`config.mk`:
```
export PLATFORM = sky130hd
export DESIGN_NAME = fm_qarctan
export DESIGN_NICKNAME = d
export VERILOG_FILES = /design/src/rtl/fm_qarctan.sv
export SDC_FILE = /design/constraint.sdc
export NUM_CORES = 1
export LEC_CHECK = 0
export BUFFER_PORTS_ARGS = -buffer_cell sky130_fd_sc_hd__clkbuf_2
export CAP_MARGIN = 0
export CELL_PAD_IN_SITES_DETAIL_PLACEMENT = 1
export CELL_PAD_IN_SITES_GLOBAL_PLACEMENT = 1
export CORE_UTILIZATION = 46
export DETAILED_ROUTE_END_ITERATION = 8
export GPL_ROUTABILITY_DRIVEN = 0
export GPL_TIMING_DRIVEN = 0
export HOLD_SLACK_MARGIN = 0.06
export PLACE_DENSITY = 0.86
export SLEW_MARGIN = 10
export SYNTH_ARGS = -nofsm -noshare
export SYNTH_HDL_FRONTEND = slang
export SYNTH_SLANG_ARGS = --single-unit
```
`constraint.sdc`:
```
create_clock -name clk -period 9.7 [get_ports clk]
set_input_delay 0.97 -clock clk [delete_from_list [all_inputs] [get_ports clk]]
set_output_delay 0.97 -clock clk [all_outputs]
set_load 0.01 [all_outputs]
```
`src/rtl/fm_qarctan.sv`:
```
// rtl/fm_qarctan.sv - quadrature arctangent stage: operand setup, divider handshake, quadrant correction
module fm_qarctan #(
  parameter int DATA_WIDTH = 32,
  parameter int BITS       = 10,
  parameter int QUAD1      = 804,
  parameter int QUAD3      = 2412
) (
  input  logic                  clk,
  input  logic                  reset,
  input  logic                  in_valid,
  output logic                  in_ready,
  input  logic [DATA_WIDTH-1:0] in_x,
  input  logic [DATA_WIDTH-1:0] in_y,
  output logic                  out_valid,
  input  logic                  out_ready,
  output logic [DATA_WIDTH-1:0] out_angle,
  output logic                  div_start,
  output logic [DATA_WIDTH-1:0] div_dividend,
  output logic [DATA_WIDTH-1:0] div_divisor,
  input  logic [DATA_WIDTH-1:0] div_quotient,
  input  logic                  div_overflow,
  input  logic                  div_done
);

  localparam int DW = DATA_WIDTH;

  localparam logic [DW-1:0]          Q1      = DW'(QUAD1);
  localparam logic [DW-1:0]          Q3      = DW'(QUAD3);
  localparam logic signed [2*DW-1:0] Q1_WIDE = (2*DW)'(QUAD1);

  typedef enum logic [2:0] {
    S_IDLE  = 3'd0,
    S_ISSUE = 3'd1,
    S_WAIT  = 3'd2,
    S_CALC  = 3'd3,
    S_OUT   = 3'd4
  } state_t;

  state_t r_state;
  state_t w_next;

  // Only the signs of x and y matter once the divider operands have been formed.
  logic          r_x_neg;
  logic          r_y_neg;
  logic [DW-1:0] r_dividend;
  logic [DW-1:0] r_divisor;
  logic [DW-1:0] r_quot;
  logic          r_ovf;
  logic [DW-1:0] r_angle;

  logic [DW-1:0]          w_abs_y;
  logic [DW-1:0]          w_dividend;
  logic [DW-1:0]          w_divisor;
  logic signed [2*DW-1:0] w_quot_wide;
  logic signed [2*DW-1:0] w_prod;
  logic signed [2*DW-1:0] w_shift;
  logic signed [2*DW-1:0] w_t;
  logic [DW-1:0]          w_base;
  logic [DW-1:0]          w_a;
  logic [DW-1:0]          w_angle;
  logic                   w_unused_t_hi;

  // Divider operands from the incoming sample; all arithmetic wraps at DW bits.
  always_comb begin
    w_abs_y = (in_y[DW-1] ? (~in_y + DW'(1)) : in_y) + DW'(1);
    if (!in_x[DW-1]) begin
      w_dividend = (in_x - w_abs_y) << BITS;
      w_divisor  = in_x + w_abs_y;
    end else begin
      w_dividend = (in_x + w_abs_y) << BITS;
      w_divisor  = w_abs_y - in_x;
    end
  end

  // Angle from the registered quotient: t = QUAD1*r / 2^BITS truncated toward zero.
  always_comb begin
    w_quot_wide = {{DW{r_quot[DW-1]}}, r_quot};
    w_prod      = Q1_WIDE * w_quot_wide;
    w_shift     = w_prod >>> BITS;
    // An arithmetic shift floors; bump negative non-exact results back toward zero.
    if (w_prod[2*DW-1] && (|w_prod[BITS-1:0])) begin
      w_t = w_shift + (2*DW)'(1);
    end else begin
      w_t = w_shift;
    end
    w_base  = r_x_neg ? Q3 : Q1;
    w_a     = w_base - w_t[DW-1:0];
    w_angle = r_ovf ? '0 : (r_y_neg ? (~w_a + DW'(1)) : w_a);
  end

  assign w_unused_t_hi = ^w_t[2*DW-1:DW];

  // State register.
  always_ff @(posedge clk or negedge reset) begin
    if (!reset) begin
      r_state <= S_IDLE;
    end else begin
      r_state <= w_next;
    end
  end

  // Next-state and handshake outputs. CALC already presents the angle so that
  // out_valid rises the cycle after div_done; OUT holds it from r_angle.
  always_comb begin
    w_next    = S_IDLE;
    in_ready  = 1'b0;
    div_start = 1'b0;
    out_valid = 1'b0;
    case (r_state)
      S_IDLE: begin
        in_ready = reset;
        w_next   = in_valid ? S_ISSUE : S_IDLE;
      end
      S_ISSUE: begin
        div_start = 1'b1;
        w_next    = S_WAIT;
      end
      S_WAIT: begin
        w_next = div_done ? S_CALC : S_WAIT;
      end
      S_CALC: begin
        out_valid = 1'b1;
        w_next    = out_ready ? S_IDLE : S_OUT;
      end
      S_OUT: begin
        out_valid = 1'b1;
        w_next    = out_ready ? S_IDLE : S_OUT;
      end
      default: begin
        w_next = S_IDLE;
      end
    endcase
  end

  // Datapath registers: capture sample/operands, divider result, final angle.
  always_ff @(posedge clk or negedge reset) begin
    if (!reset) begin
      r_x_neg    <= 1'b0;
      r_y_neg    <= 1'b0;
      r_dividend <= '0;
      r_divisor  <= '0;
      r_quot     <= '0;
      r_ovf      <= 1'b0;
      r_angle    <= '0;
    end else begin
      if (r_state == S_IDLE && in_valid) begin
        r_x_neg    <= in_x[DW-1];
        r_y_neg    <= in_y[DW-1];
        r_dividend <= w_dividend;
        r_divisor  <= w_divisor;
      end
      if (r_state == S_WAIT && div_done) begin
        r_quot <= div_quotient;
        r_ovf  <= div_overflow;
      end
      if (r_state == S_CALC) begin
        r_angle <= w_angle;
      end
    end
  end

  assign div_dividend = r_dividend;
  assign div_divisor  = r_divisor;
  assign out_angle    = (r_state == S_CALC) ? w_angle : r_angle;

endmodule

```
==> results.yml <==
clock_tree:
  cts-root-buf: "clkbuf_16"
  numCtsBuffers: 17
  path_clk_slew_ns: 0.06
  cts-htree-levels: 4
  clk_latency_ns: 0.46
  cts_tree: "done"
  clk_path_buf_depth: 2
  cts_hold_buf: 0
  cts.sinks: 123
logic_synthesis:
  yosysTopAreaCell: "dfrtp_1"
  synth_edf_count: 0
  syn_area_um2: 17400
  synth_area_leaders: "dfrtp_1 (18%), ha_1 (15%), fa_1 (7.0%), xnor2_1 (6.6%), o21ai_0 (4.8%)"
  synth_cell_types: 95
  syn_avg_cell_area_um2: 8.08
  synthArstFlopShare_pct: 100
  yosysMostFrequentCell: "nand2_1"
  ys_seq_area_share_pct: 17.7
  yosysTopAreaCellShare_pct: 17.7
  synth_ff_type: "dfrtp_1"
  syn-instance-count: 2147
  synth.top_cells.by_count: "nand2_1 (215), ha_1 (205), o21ai_0 (168), a21oi_1 (142), nor2_1 (135)"
  ys_ff_latch: 123
  yosysWarnings: 0
worst_setup_path:
  worst_ep_required_time_ns: 8.73
  critPathSlowestCell: "fa_1"
  critical_path_arrival_ns: 8.60
  worstPathMaxFanout: 8
  ff2ff_setup_slack_ns: 1.47
  path_delay_family: "simple AND/OR/NAND/NOR gates"
  crit_path_end_kind: "output port"
  max_stage_delay_ns: 0.66
  start_kind: "flop"
  crit_buf_inv: 6
  crit_type: "flop to output port"
timing:
  finalSetupViolCount: 0
  slew_headroom_pct: 32.3
  finalSetupTns_ns: 0
  fmax_mhz: 104
  finClkSkew_ns: 0.00898
  rsz0062_at_grt: "true"
  period_minus_slack_ns: 9.57
  hold_viol_final: 0
  whs_ns: 0.464
  worst_pin_slew_ns: 1.00
  finalCritPeriodShare_pct: 98.7
  slew_viol_final: 0
global_route:
  antenna_found_initial: 0
  grt_overflow_total: 0
  first_global_vias: 18600
  grt_pass1_wl_um: 95600
  grt_usage_pct: 31.0
  grt_max_degree: 70
cells_and_area:
  num_antenna_cells: 0
  fill_cells: 4532
  final_area_um2: 20500
  final_core_util_pct: 55.6
  multi_input_area_um2: 14000
  synthToLayoutAreaGrowth_pct: 18.1
  fin_nets: 2763
  seqCellArea_um2: 3090
  drive_above_1_share_pct: 18.2
placed_design:
  dp_hpwl_um: 47400
  post_dp_cell_area_um2: 19000
  portBuffers: 185
die:
  rows: 70
  die_x_um: 196
  core-area_um2: 36900
  pin_count: 201
  dieArea_um2: 38500
  die_height_um: 196
  start_util_pct: 47.1
job:
  timing.max_cap.violations: 0
drt:
  ant_nets: 0
  finalWirelength_um: 60900
  drtPass1Iterations: 5
  num_vias: 17600
  drc: 0
  drt-initial-drc-count: 1042
  viasPerCell: 6.05
  wl_per_cell_um: 20.9
worst_hold_path:
  min_path_type: "primary input to async pin"
outcome:
  outcome: "complete, no violations"
## through the flow
stage	setup WS (ns)	cells
2_1_floorplan	0.676	2156
3_3_place_gp	-0.594	2845
3_5_place_dp	-0.976	2846
4_1_cts	0.0156	2889
5_1_grt	-0.170	2911
6_report	0.127	2911
## path summary, 6_finish.rpt
| path | cells after the start | to | start |
|---|---|---|---|
| setup / recovery | 35 | out_angle[23] | r_quot[2]$_DFFE_PN0P_ |
| hold / removal | 1 | r_quot[17]$_DFFE_PN0P_ | reset |
| setup reg to reg | 35 | r_angle[23]$_DFF_PN0_ | r_quot[2]$_DFFE_PN0P_ |
| hold reg to reg | 2 | r_angle[20]$_DFF_PN0_ | r_angle[20]$_DFF_PN0_ |
| max in group asynchronous | 2 | div_divisor[19]$_DFFE_PN0P_ | reset |
| min in group clk | 2 | r_angle[20]$_DFF_PN0_ | r_angle[20]$_DFF_PN0_ |
## sequential cells by signal (all words and copies together), names as in the netlist
| name | cells |
|---|---|
| r_y_neg | 1 |
| r_state | 3 |
| r_ovf | 1 |
| div_divisor | 32 |
| r_quot | 32 |
| r_x_neg | 1 |
| r_angle | 32 |
| div_dividend | 21 |
## final cells by class
class                      instances  area share, %
buffer                            95           2.22
timing repair buffer             224           6.09
clock inverter                    12           1.04
clock buffer                      19           2.16
multi-input combinational       1815           68.1
sequential                       123           15.1
tap                              504           3.08
inverter                         119           2.18
## logic make-up (layout without fill, tap and decap cells)
kind of cell	after synthesis	count (layout)	share of synthesized area (%)
compound gates	582	582	21.4
other cells	1	10	0.0216
buf+inv	218	469	5.12
xor+xnor	210	210	10.6
flops	123	123	17.7
mux	56	56	3.49
fa+ha+maj	266	266	21.8
simple gates	691	691	19.8
## cell usage in the layout (no fill, tap or decap), types with 42 or more instances in the layout
cell      count
ha_1        196
nand2_1     213
dfrtp_1     112
nor3_1       58
clkbuf_1     68
a21oi_1     136
inv_1       114
xor2_1       79
clkbuf_2    181
fa_1         58
o21ai_0     166
nor2_1      129
xnor2_1     125
nand3_1      42
buf_4        52
## metal layers
layer	wire, um	track usage (%)
met1	24400	35.0
met2	31900	58.9
met3	2380	3.95
met4	2280	11.6
met5	0	0
## timing repair
item / CTS / global route
gates resized for setup: 53 / 68
cloned: 0 / 0
pin swaps: 17 / 36
buffers inserted: 13 / 25
endpoints found under the setup margin: 25 / 18
Power is not shown: default switching activity piles up to over one toggle a cycle in this logic, so the estimate is an artifact.
